--- config.mk ---
export PLATFORM = sky130hd
export DESIGN_NAME = hash_imem_loader
export DESIGN_NICKNAME = d
export VERILOG_FILES = /design/src/rtl/hash_pkg.sv /design/src/rtl/hash_byte_packer.sv /design/src/rtl/hash_imem_loader.sv
export SDC_FILE = /design/constraint.sdc
export NUM_CORES = 1
export LEC_CHECK = 0
export CORE_ASPECT_RATIO = 0.7
export CORE_UTILIZATION = 50
export DETAILED_ROUTE_END_ITERATION = 10
export PLACE_DENSITY_LB_ADDON = 0.08
export SLEW_MARGIN = 20
export SYNTH_ARGS = -nofsm -noshare
export SYNTH_HDL_FRONTEND = slang
export SYNTH_SLANG_ARGS = --single-unit
--- constraint.sdc ---
create_clock -name clk -period 2.9 [get_ports clk]
set_input_delay 0.87 -clock clk [delete_from_list [all_inputs] [get_ports clk]]
set_output_delay 0.87 -clock clk [all_outputs]
set_load 0.02 [all_outputs]
--- src/rtl/hash_pkg.sv ---
// Shared types and constants for the hashcpu instruction-memory loader.
// The loader state encoding is fixed so the debug state output stays stable across builds.
package hash_pkg;

  typedef enum logic [2:0] {
    LDR_IDLE   = 3'd0,
    LDR_HDR_HI = 3'd1,
    LDR_HDR_LO = 3'd2,
    LDR_DATA   = 3'd3,
    LDR_DONE   = 3'd4
  } ldr_state_e;

  localparam int LDR_HDR_W          = 16;
  localparam int LDR_BYTES_PER_WORD = 4;

endpackage

--- src/rtl/hash_byte_packer.sv ---
// Packs a byte stream into 32-bit words, first byte into [31:23+1].
// wordOut/wordValid update on the edge that takes the last byte of a word; wordOut holds otherwise.
module hash_byte_packer
  import hash_pkg::*;
(
  input  logic        clk,
  input  logic        reset,
  input  logic        clear,
  input  logic        byteEn,
  input  logic [7:0]  byteIn,
  output logic [1:0]  byteCnt,
  output logic [31:0] wordOut,
  output logic        wordValid
);

  logic [23:0] shiftReg;

  always_ff @(posedge clk) begin
    if (reset || clear) begin
      shiftReg  <= '0;
      byteCnt   <= '0;
      wordValid <= 1'b0;
    end else begin
      wordValid <= 1'b0;
      if (byteEn) begin
        shiftReg <= {shiftReg[15:0], byteIn};
        byteCnt  <= byteCnt + 2'd1;
        if (byteCnt == 2'(LDR_BYTES_PER_WORD - 1)) begin
          wordValid <= 1'b1;
        end
      end
    end
  end

  // The assembled word survives a restart so the IM data bus keeps its last value.
  always_ff @(posedge clk) begin
    if (reset) begin
      wordOut <= '0;
    end else if (byteEn && byteCnt == 2'(LDR_BYTES_PER_WORD - 1)) begin
      wordOut <= {shiftReg, byteIn};
    end
  end

endmodule

--- src/rtl/hash_imem_loader.sv ---
// Fills hashcpu instruction memory from a byte stream: 16-bit word count, then 4-byte words.
// Valid/ready: a byte is taken on any rising edge where in_valid and in_ready are both high.
module hash_imem_loader
  import hash_pkg::*;
#(
  parameter int ADDR_W = 8
) (
  input  logic              clk,
  input  logic              reset,
  input  logic              start,
  input  logic              in_valid,
  input  logic [7:0]        in_data,
  output logic              in_ready,
  output logic              im_we,
  output logic [ADDR_W-1:0] im_addr,
  output logic [31:0]       im_wdata,
  output logic              cpu_hold,
  output logic              done,
  output logic              err,
  output ldr_state_e        dbgState
);

  localparam logic [LDR_HDR_W:0] DEPTH_W = (LDR_HDR_W + 1)'(2 ** ADDR_W);

  ldr_state_e           state;
  ldr_state_e           nextState;
  logic                 errNext;
  logic [7:0]           countHi;
  logic [LDR_HDR_W-1:0] hdrCount;
  logic                 hdrOverflow;
  logic [ADDR_W-1:0]    wordIdx;
  logic [ADDR_W-1:0]    lastIdx;
  logic                 finishPend;
  logic                 accept;
  logic                 startOk;
  logic                 lastByte;
  logic                 finalWord;
  logic [1:0]           byteCnt;

  assign accept      = in_valid && in_ready;
  assign startOk     = start && (state == LDR_IDLE || state == LDR_DONE);
  assign hdrCount    = {countHi, in_data};
  assign hdrOverflow = {1'b0, hdrCount} > DEPTH_W;
  assign lastByte    = accept && state == LDR_DATA && byteCnt == 2'(LDR_BYTES_PER_WORD - 1);
  assign finalWord   = lastByte && wordIdx == lastIdx;
  assign dbgState    = state;

  hash_byte_packer u_packer (
    .clk       (clk),
    .reset     (reset),
    .clear     (startOk),
    .byteEn    (accept && state == LDR_DATA),
    .byteIn    (in_data),
    .byteCnt   (byteCnt),
    .wordOut   (im_wdata),
    .wordValid (im_we)
  );

  always_comb begin
    nextState = state;
    errNext   = err;
    case (state)
      LDR_IDLE:   if (start) nextState = LDR_HDR_HI;
      LDR_HDR_HI: if (accept) nextState = LDR_HDR_LO;
      LDR_HDR_LO: begin
        if (accept) begin
          if (hdrCount == '0) begin
            nextState = LDR_DONE;
          end else if (hdrOverflow) begin
            nextState = LDR_DONE;
            errNext   = 1'b1;
          end else begin
            nextState = LDR_DATA;
          end
        end
      end
      // Leave DATA only after the final write cycle, so the CPU is never released early.
      LDR_DATA:   if (finishPend) nextState = LDR_DONE;
      LDR_DONE: begin
        if (start) begin
          nextState = LDR_HDR_HI;
          errNext   = 1'b0;
        end
      end
      default:    nextState = LDR_IDLE;
    endcase
  end

  always_ff @(posedge clk) begin
    if (reset) begin
      state      <= LDR_IDLE;
      in_ready   <= 1'b0;
      cpu_hold   <= 1'b1;
      done       <= 1'b0;
      err        <= 1'b0;
      countHi    <= '0;
      wordIdx    <= '0;
      lastIdx    <= '0;
      finishPend <= 1'b0;
      im_addr    <= '0;
    end else begin
      state      <= nextState;
      err        <= errNext;
      done       <= (nextState == LDR_DONE);
      cpu_hold   <= (nextState != LDR_DONE) || errNext;
      finishPend <= finalWord;
      // No more bytes are wanted once the last word is assembled.
      in_ready   <= (nextState == LDR_HDR_HI) || (nextState == LDR_HDR_LO) ||
                    (nextState == LDR_DATA && !finalWord && !finishPend);
      if (accept && state == LDR_HDR_HI) countHi <= in_data;
      if (accept && state == LDR_HDR_LO) lastIdx <= ADDR_W'(hdrCount - 16'd1);
      if (startOk) begin
        wordIdx <= '0;
      end else if (lastByte) begin
        im_addr <= wordIdx;
        wordIdx <= wordIdx + ADDR_W'(1);
      end
    end
  end

endmodule

======== Yosys cells after proc, flatten, opt, wreduce, memory -nomap -nowiden ========
Index checks and enable logic that the tools add are counted.
W data, S select, Z words.
cells by class
  $add $sub $neg .......................... 3
  magnitude comparators ................... 1
  equality and inequality tests ........... 11
  multiplexer cells ....................... 13
  bitwise gates (word level) .............. 2
  reductions and logical operators ........ 22
operator list
  cell                   count
  $mux W3                6
  $gt A16 B9 Y1 const B  1
  $logic_not A16 Y1      1
  $eq A3 B2 Y1 const B   4
  $pmux W3 S4            1
  $logic_and A1 B1 Y1    9
  $add A8 B1 Y8 const B  1
  $eq A8 B8 Y1           1
  $sub A8 B1 Y8 const B  1
  $eq A3 B1 Y1 const B   2
  $eq A3 B3 Y1 const B   2
  $reduce_or A2 Y1       3
  $logic_or A1 B1 Y1     5
  $mux W1                5
  $logic_not A3 Y1       1
  $ne A3 B3 Y1 const B   1
  $add A2 B1 Y2 const B  1
  $eq A2 B2 Y1 const B   1
  $logic_not A1 Y1       2
  $not A1 Y1             2
  $pmux W1 S2            1
  $reduce_and A2 Y1      1
storage, ports and cells
  bits in registers ....................... 99
  bits of input ports ..................... 12
  output and inout port bits .............. 48
  word-level logic and storage cells ...... 66

======== Logic depth before layout (Yosys ltp) ========
Gate-level depths: netlist (run 1).
  depth after elaboration ................. 9
  gate-level depth with buffers ........... 8
  gate-level depth less buffers ........... 8

======== Hierarchy ========
From an unflattened synthesis (run 1), not the netlist that was laid out.
unflattened totals
  cells, all modules ...................... 427
  area total of the unflattened synthesis .. 4,196.5 um2
modules (own cells, without submodules)
  module            instances  cells an instance  area an instance (um2)  sequential area each (um2)
  hash_byte_packer  1          235                2,404.8                 1,181.1
  hash_imem_loader  1          192                1,791.7                 800.8

======== Worst setup path after synthesis (run 1) ========
OpenSTA, ideal clock, no wires.
  path kind ............................... input to register
  start point ............................. input port in_data[4]
  end point ............................... register in_ready
  library setup time ...................... 0.120 ns
  arrival time ............................ 2.448 ns
  data required time ...................... 2.780 ns
  slack ................................... 0.332 ns
  stages on the path ...................... 7
  buffers on the path ..................... 1
  path through ............................ clkbuf_2 or4_4 or3_1 and3_4 o31ai_4 a211oi_1 o31a_1
on the way
  cells in the longest elaborated chain, start to end .. 9
  elaborated cells on any way between the ends .. 13
  those cells by class .................... order compare (1); eq/ne (3); mux (4); reduce/logical (5)
RTL lines
  item                              line                     text
  from (decl)                       hash_imem_loader.sv:12   input logic [7:0] in_data,
  $gt A16 B9 Y1                     hash_imem_loader.sv:43   assign hdrOverflow = {1'b0, hdrCount} > DEPTH_W;
  $mux W3                           hash_imem_loader.sv:69   end else if (hdrOverflow) begin
  $mux W3 (*)                       hash_imem_loader.sv:67   if (hdrCount == '0) begin
  $mux W3 (*)                       hash_imem_loader.sv:66   if (accept) begin
  $pmux W3 S4 (*)                   hash_imem_loader.sv:62   case (state)
  $eq A3 B2 Y1                      hash_imem_loader.sv:109  (nextState == LDR_DATA && !finalWord && !finishPend);
  $logic_and A1 B1 Y1 (2 in a row)  hash_imem_loader.sv:109
  $logic_or A1 B1 Y1 (*)            hash_imem_loader.sv:108  in_ready <= (nextState == LDR_HDR_HI) || (nextState == LDR_HDR_LO) ||
  to (signal assigned)              hash_imem_loader.sv:108
  to (decl)                         hash_imem_loader.sv:13   output logic in_ready,
Mark *: on every way between the ends. The rest lies on a longest branch, timed or not.
A chain may end at the register's enable or synchronous reset.

======== Final worst setup path (run 1) ========
  start point ............................. input port in_data[1]
  end point ............................... register in_ready
Same word-level chain as after synthesis.

==> flow_summary.ini, run 1 <==
[global_route]
grt_overflow = 0
antenna_found_initial = 0
grt_max_degree = 35
grt_pass1_wl_um = 13900
track_usage = 0.228
grt_pass1_vias = 2919

[finish]
nFillCells = 654
area_delta_synth_final_pct = 25.1
utilization = 0.649
final-seq-area_um2 = 1980
nNetsFinal = 540
drive_above_1_share = 0.0945
multi_input_area_um2 = 1710
antennaDiodeCount = 0
stdcell_count = 627

[clocking]
clock_tree.buffer_depth = 2
htreeDepth = 3
clk_pin_slew_ns = 0.09
tritoncts = yes
cts_resized = 0
numCtsBuffers = 9
cts_root_buffer = clkbuf_8
cts_hold_buffers = 0
insertion_delay_ns = 0.37
cts_setup_buffers = 0
clkSinkCount = 99

[route]
via_per_inst = 5.15
first_iter_violations = 176
ant_nets = 0
wl_per_cell_um = 13.5
wirelength_um = 8460
routed-via-count = 3227
drt_first_pass_iters = 4
drcViolationCount = 0

[floorplan]
start_util = 0.519
die_h_um = 75.1
core_um2 = 7350
ioPinCount = 60
rows = 26
die_width_um = 106
dieArea_um2 = 7990

[worst_setup_path]
crit_type = in2reg
start_kind = input pin
cp_max_fo = 3
arrival_ns = 2.93
worst_setup_path_end_kind = register
cp.required_ns = 3.17

[timing]
clock.fmax_mhz = 375
slew_headroom = 0.712
clock_skew_ns = 0.00511
hold_viol = 0
post-route-period-util = 0.919
worstMarginPinSlew_ns = 0.430
tns_ns = 0
rsz0062_at_grt = false
slew_viol_final = 0
timing.final.ws_setup_ns = 0.236
fin_crit_ns = 2.66
setup_viol = 0

[power]
leakage_nw = 1.63
power.density_nw_per_um2 = 482
p_total_w = 0.00230
peakVddDrop_v = 0.000356

[synth]
avgSynthCellArea_um2 = 8.25
syn_area_um2 = 3810
yosysSeqAreaShare = 0.520
syn_inst = 462
synth_top_flop_cell = dfxtp_1
yosys_warnings = 0
ys_types = 40
synth-async-reset-ratio = 0
syn_nets = 478
synth.most_common_cell = nand2_1
netlist.area_leader.share = 0.520
synthTopCellsByCount = nand2_1, dfxtp_1, a21oi_1
synth_seq_cells = 99
synth_edf_count = 0
netlist.top_cell.by_area = dfxtp_1
synth_area_leaders = dfxtp_1, nand2_1, a21oi_1, nor2_1, xor2_1

[placed_design]
place_congestion = 0.774
place_ws_ns = -0.174
placed_cells = 611
io_buffers = 59
hpwl_um = 5860

[run_status]
outcome = completed

[hold_path]
hp-class = reg2reg

[job]
maxCapViolations = 0
==> where the power goes <==
part           internal (W)  switching, W
Combinational     0.0000580     0.0000772
Sequential          0.00137     0.0000101
Clock              0.000331      0.000457
Total               0.00175      0.000544
==> worst max-delay path: stages <==
cell and delay (ns):
clkdlybuf4s50_1 0.43, inv_1 0.09, ha_1 0.13, or3b_2 0.46, or3_1 0.32, and3_4 0.21, o31ai_4 0.20, a211oi_1 0.11
o31a_1 0.11
==> metrics by stage <==
stage | hold slack [ns] | area [um2]
6_report | 0.455 | 4770
5_1_grt | 0.477 | 4770
4_1_cts | 0.460 | 4770
3_5_place_dp | 0.446 | 4600
3_3_place_gp | 0.444 | 4600
2_1_floorplan | 0.432 | 3810
==> layer usage <==
metal | track usage | routed length, um
met5 | 0 | 0
met4 | 0.0833 | 100
met3 | 0.0597 | 297
met2 | 0.374 | 3980
met1 | 0.295 | 4080
==> placed cells by master, fill, tap and decap left out, types with 2 or more instances in the layout <==
| cell type | netlist | layout |
|---|---|---|
| ha_1 | 4 | 4 |
| nand3_1 | 3 | 3 |
| nor4b_2 | 0 | 2 |
| nand2_1 | 142 | 142 |
| nor4_1 | 4 | 4 |
| a311oi_1 | 2 | 2 |
| buf_4 | 0 | 23 |
| mux2i_1 | 9 | 9 |
| dfxtp_1 | 99 | 99 |
| nand2b_1 | 3 | 3 |
| a211oi_1 | 7 | 7 |
| nor2_1 | 37 | 37 |
| xnor2_1 | 7 | 7 |
| xor2_1 | 14 | 14 |
| clkinv_2 | 0 | 4 |
| a31oi_1 | 2 | 2 |
| nand4_1 | 3 | 3 |
| clkbuf_8 | 0 | 10 |
| clkdlybuf4s50_1 | 0 | 58 |
| inv_1 | 3 | 3 |
| a21oi_1 | 70 | 70 |
==> state kept, by name, summed over array words and instances, names as in the netlist <==
| signal | count |
|---|---|
| u_packer.wordOut | 32 |
| countHi | 8 |
| u_packer.shiftReg | 24 |
| err | 1 |
| im_addr | 8 |
| wordIdx | 8 |
| dbgState | 3 |
| in_ready | 1 |
| done | 1 |
| u_packer.wordValid | 1 |
| cpu_hold | 1 |
| lastIdx | 8 |
| finishPend | 1 |
| u_packer.byteCnt | 2 |
==> cell type report <==
type                       count  share of cell area
sequential                    99               0.415
multi-input combinational    328               0.358
timing repair buffer          83               0.163
clock buffer                  11              0.0296
tap                           98              0.0257
clock inverter                 5             0.00603
inverter                       3             0.00236
==> cells by family after synthesis <==
| group | count (synthesis) | share of synthesized area |
|---|---|---|
| AOI/OAI and AO/OA | 88 | 0.133 |
| xor gates and xnor gates | 21 | 0.0482 |
| adders and majority gates | 4 | 0.0131 |
| buffers and inverters | 35 | 0.0374 |
| DFF | 99 | 0.520 |
| muxes | 9 | 0.0236 |
| and+or+nand+nor | 206 | 0.225 |
==> final timing paths <==
| check | start | endpoint | slack [ns] | cells after the start |
|---|---|---|---|---|
| min reg2reg | u_packer.shiftReg[17] | u_packer.wordOut[25] | 0.45 | 2 |
| max reg2reg | countHi[3] | in_ready | 0.86 | 6 |
| max | in_data[1] | in_ready | 0.24 | 9 |
| min | u_packer.shiftReg[17] | u_packer.wordOut[25] | 0.45 | 2 |
(Power assumes the default switching activity.)
==> inputs of run 2 (changes only) <==
==> constraint.sdc (replaced) <==
create_clock -name clk -period 2.9 [get_ports clk]
set_input_delay 0.29 -clock clk [delete_from_list [all_inputs] [get_ports clk]]
set_output_delay 0.29 -clock clk [all_outputs]
set_load 0.02 [all_outputs]
==> flow_summary.ini, run 2 (synthesized netlist as in run 1, its figures left out) <==
[finish]
nNetsFinal = 527
final_common_cell = nand2_1
final_cell_mix = nand2_1, dfxtp_1, a21oi_1, clkdlybuf4s50_1, nor2_1
stdcell_count = 612
area_delta_synth_final_pct = 24.0
antennaDiodeCount = 0
nFillCells = 667
largest_register_ffs = 32
drive_above_1_share = 0.0700
largest-register = u_packer.wordOut
reg_top3 = u_packer.wordOut x32, u_packer.shiftReg x24

[floorplan]
core_um2 = 7350
rows = 26
die_width_um = 106
start_util = 0.519
dieArea_um2 = 7990
ioPinCount = 60
die_h_um = 75.1

[clocking]
cts_resized = 0
clock_tree.buffer_depth = 2
cts_root_buffer = clkbuf_8
clkSinkCount = 99
tritoncts = yes
cts_setup_buffers = 0
insertion_delay_ns = 0.36
numCtsBuffers = 9
cts_hold_buffers = 0
clk_pin_slew_ns = 0.09
htreeDepth = 3

[hold_path]
hp-start = reset
hp-class = in2reg
hold_path_depth = 2
holdPathEnd = im_addr[7]

[worst_setup_path]
r2r_start = countHi[3]
start_kind = input pin
crit_type = in2reg
crit_path_max_incr_delay_ns = 0.53
cp.required_ns = 3.15
crit_family = simple AND/OR/NAND/NOR gates
cp_max_fo = 6
crit_chain = clkdlybuf4s50_1 > inv_1 > ha_1 > or3b_2 > or3_1 > and3_4 > o31ai_4 > a211oi_1 > o31a_1
ff2ff_setup_slack_ns = 0.85
worst_setup_path_end_kind = register
worst_path_max_delay_cell = clkdlybuf4s50_1
reg2reg_depth = 6
critPathBufInv = 2
arrival_ns = 2.50
r2r-end = in_ready

[timing]
tns_ns = 0
hold_viol = 0
post-route-period-util = 0.775
slew_headroom = 0.686
setup_viol = 0
fin_crit_ns = 2.25
slew_viol_final = 0
clock_skew_ns = 0.0109
clock.fmax_mhz = 445
worstMarginPinSlew_ns = 0.467
rsz0062_at_grt = false

[power]
intPower_w = 0.00200
peakVddDrop_v = 0.000275
power_frac_comb = 0.047
p_total_w = 0.00254
p_sw_frac = 0.213
power_frac_seq = 0.541
pwr-share-clk = 0.412
power_switching_w = 0.000541
leakage_nw = 1.59
power.density_nw_per_um2 = 538

[route]
via_per_inst = 5.23
ant_nets = 0
drt_first_pass_iters = 4
routed-via-count = 3198
first_iter_violations = 171
wirelength_um = 8300
wl_per_cell_um = 13.6
drcViolationCount = 0

[global_route]
grt_max_degree = 44
grt_pass1_wl_um = 13800
antenna_found_initial = 0
grt_overflow = 0
grt_pass1_vias = 2951
track_usage = 0.221

[placed_design]
placed_cells = 598
hpwl_um = 5590
io_buffers = 59
place_congestion = 0.814

[run_status]
outcome = completed

[job]
maxCapViolations = 0
run 2: worst max path at each step:
stage	startpoint	end	slack [ns]	depth (start not counted)
3_3_place_gp	in_data[0]	cpu_hold	0.35	9
3_5_place_dp	in_data[0]	in_ready	0.28	9
2_1_floorplan	in_data[4]	in_ready	0.91	7
4_1_cts	in_data[0]	in_ready	0.66	9
5_1_grt	in_data[0]	in_ready	0.52	9
6_report	in_data[0]	in_ready	0.65	9
run 2: cell type report:
cell class                 instances  area [um2]  area share
sequential                        99        1980       0.419
multi-input combinational        328        1710       0.361
timing repair buffer              70         668       0.141
clock buffer                      10         138      0.0291
tap                               98         123      0.0259
clock inverter                     4        98.8      0.0209
inverter                           3        11.3     0.00238
run 2: metal layers:
layer | wire length [um] | track usage | vias up
met4 | 50 | 0.0540 | 0
met2 | 3820 | 0.356 | 64
met3 | 383 | 0.0589 | 4
li1 | - | - | 1608
met5 | 0 | 0 | -
met1 | 4050 | 0.298 | 1522
run 2: power groups by stage:
stage / Clock [W] / Sequential (W) / Combinational [W]
floorplan: 0 / 0.00141 / 0.0000760
global placement: 0 / 0.00141 / 0.000119
detailed placement: 0 / 0.00141 / 0.000120
CTS: 0.00107 / 0.00138 / 0.000121
global route: 0.00113 / 0.00138 / 0.000130
finish: 0.00105 / 0.00138 / 0.000121
run 2: per-stage QoR:
step	cell area, um2	setup WS (ns)	hold WS (ns)	util
floorplan	3810	0.912	0.426	-
global placement	4490	0.350	0.441	0.611
detailed placement	4490	0.284	0.446	0.611
CTS	4730	0.661	0.345	0.643
global route	4730	0.521	0.357	0.643
finish	4730	0.652	0.358	0.643
run 2: worst register-to-register path, delay by kind of cell (launching register included):
family | cells | cell delay [ns]
simple gates | 3 | 1.18
compound gates | 3 | 0.51
flops | 1 | 0.32
==> inputs of run 3 (changes only) <==
clock period = 2.1 ns   (was 2.9 ns; I/O delays follow)
==> flow_summary.ini, run 3 (synthesized netlist as in run 1, its figures left out) <==
[placed_design]
place_ws_ns = -0.350
placed_cells = 615
hpwl_um = 5910
io_buffers = 59
place_congestion = 0.818

[finish]
stdcell_count = 633
drive_above_1_share = 0.112
area_delta_synth_final_pct = 29.1
nNetsFinal = 546
largest_register_ffs = 32
antennaDiodeCount = 0
utilization = 0.670
largest-register = u_packer.wordOut
final_common_cell = nand2_1
reg_top3 = u_packer.wordOut x32, u_packer.shiftReg x24
final_cell_mix = nand2_1, dfxtp_1, a21oi_1, clkdlybuf4s50_1, nor2_1

[worst_setup_path]
start_kind = input pin
cp.required_ns = 2.36
arrival_ns = 2.32
cp_max_fo = 3
ff2ff_setup_slack_ns = 0.14
crit_path_max_incr_delay_ns = 0.57
worst_path_max_delay_cell = or4_4
crit_chain = clkdlybuf4s50_1 > or4_4 > or3_4 > and3_4 > o31ai_4 > a211oi_2 > o31a_1
worst_setup_path_end_kind = register
critPathBufInv = 1
crit_family = simple AND/OR/NAND/NOR gates
crit_type = in2reg

[power]
p_sw_frac = 0.220
power.density_nw_per_um2 = 720
peakVddDrop_v = 0.000511
power_frac_seq = 0.536
power_frac_comb = 0.056
pwr-share-clk = 0.408
intPower_w = 0.00276
power_switching_w = 0.000779
leakage_nw = 1.70

[global_route]
grt_pass1_wl_um = 14000
grt_max_degree = 41
track_usage = 0.227
antenna_found_initial = 0
grt_overflow = 0
grt_pass1_vias = 2940

[floorplan]
start_util = 0.519
dieArea_um2 = 7990
rows = 26
ioPinCount = 60
die_h_um = 75.1
die_width_um = 106
core_um2 = 7350

[route]
wl_per_cell_um = 13.7
routed-via-count = 3319
wirelength_um = 8690
drt_first_pass_iters = 4
via_per_inst = 5.24
first_iter_violations = 148
drcViolationCount = 0
ant_nets = 0

[timing]
clock_skew_ns = 0.0103
timing.final.ws_setup_ns = 0.0415
worstMarginPinSlew_ns = 0.435
clock.fmax_mhz = 486
tns_ns = 0
slew_viol_final = 0
fin_crit_ns = 2.06
hold_viol = 0
setup_viol = 0
post-route-period-util = 0.980
slew_headroom = 0.708

[clocking]
clk_pin_slew_ns = 0.09
cts_hold_buffers = 0
tritoncts = yes
clock_tree.buffer_depth = 2
insertion_delay_ns = 0.37
htreeDepth = 3
clkSinkCount = 99
numCtsBuffers = 9
cts_root_buffer = clkbuf_8

[hold_path]
hp-class = in2reg

[job]
maxCapViolations = 0

[run_status]
outcome = completed
==> run 3: layout make-up <==
cell class / instances / area [um2]
timing repair buffer: 89 / 828
sequential: 99 / 1980
fill: 623 / 2430
clock inverter: 6 / 114
clock buffer: 10 / 128
tap: 98 / 123
multi-input combinational: 328 / 1740
inverter: 3 / 11.3
==> run 3: repair_timing <==
| item | CTS | global route |
|---|---|---|
| resized for setup | 0 | 9 |
| endpoints found under the hold margin | 0 | 0 |
| setup endpoints to repair | 0 | 2 |
| buffers inserted | 0 | 2 |
==> run 3: worst reg2reg max path, stage by stage (launching register included) <==
cell      delay, ns
dfxtp_1        0.33
or4_1          0.54
nor4_2         0.23
and3_4         0.30
o221ai_4       0.14
a211oi_2       0.22
o31a_1         0.16
==> run 3: worst paths after layout <==
path / start / end / cells after the start
worst max register to register: countHi[3] / in_ready / 6
worst max-delay path: in_data[3] / in_ready / 7
worst min register to register: u_packer.shiftReg[22] / u_packer.wordOut[30] / 2
worst min-delay path: in_data[1] / countHi[1] / 4
==> run 3: layer usage <==
metal | vias up | global-route usage | part of all wire
li1 | 1654 | - | -
met1 | 1575 | 0.297 | 0.46
met2 | 80 | 0.360 | 0.47
met3 | 10 | 0.0753 | 0.053
met4 | 0 | 0.0756 | 0.012
met5 | - | 0 | 0
==> run 3: metrics by stage <==
| step | hold slack, ns | total power (W) | cell area, um2 |
|---|---|---|---|
| global route | 0.265 | 0.00367 | 4920 |
| floorplan | 0.346 | 0.00205 | 3810 |
| detailed placement | 0.445 | 0.00213 | 4630 |
| global placement | 0.443 | 0.00213 | 4630 |
| finish | 0.266 | 0.00354 | 4920 |
| CTS | 0.301 | 0.00357 | 4870 |
==> run 3: power groups by stage <==
stage | sequential, W | clock (W) | combinational, W
after global placement | 0.00194 | 0 | 0.000190
after floorplan | 0.00194 | 0 | 0.000105
after CTS | 0.00190 | 0.00148 | 0.000193
final | 0.00190 | 0.00144 | 0.000200
after detailed placement | 0.00194 | 0 | 0.000192
after global routing | 0.00190 | 0.00155 | 0.000216
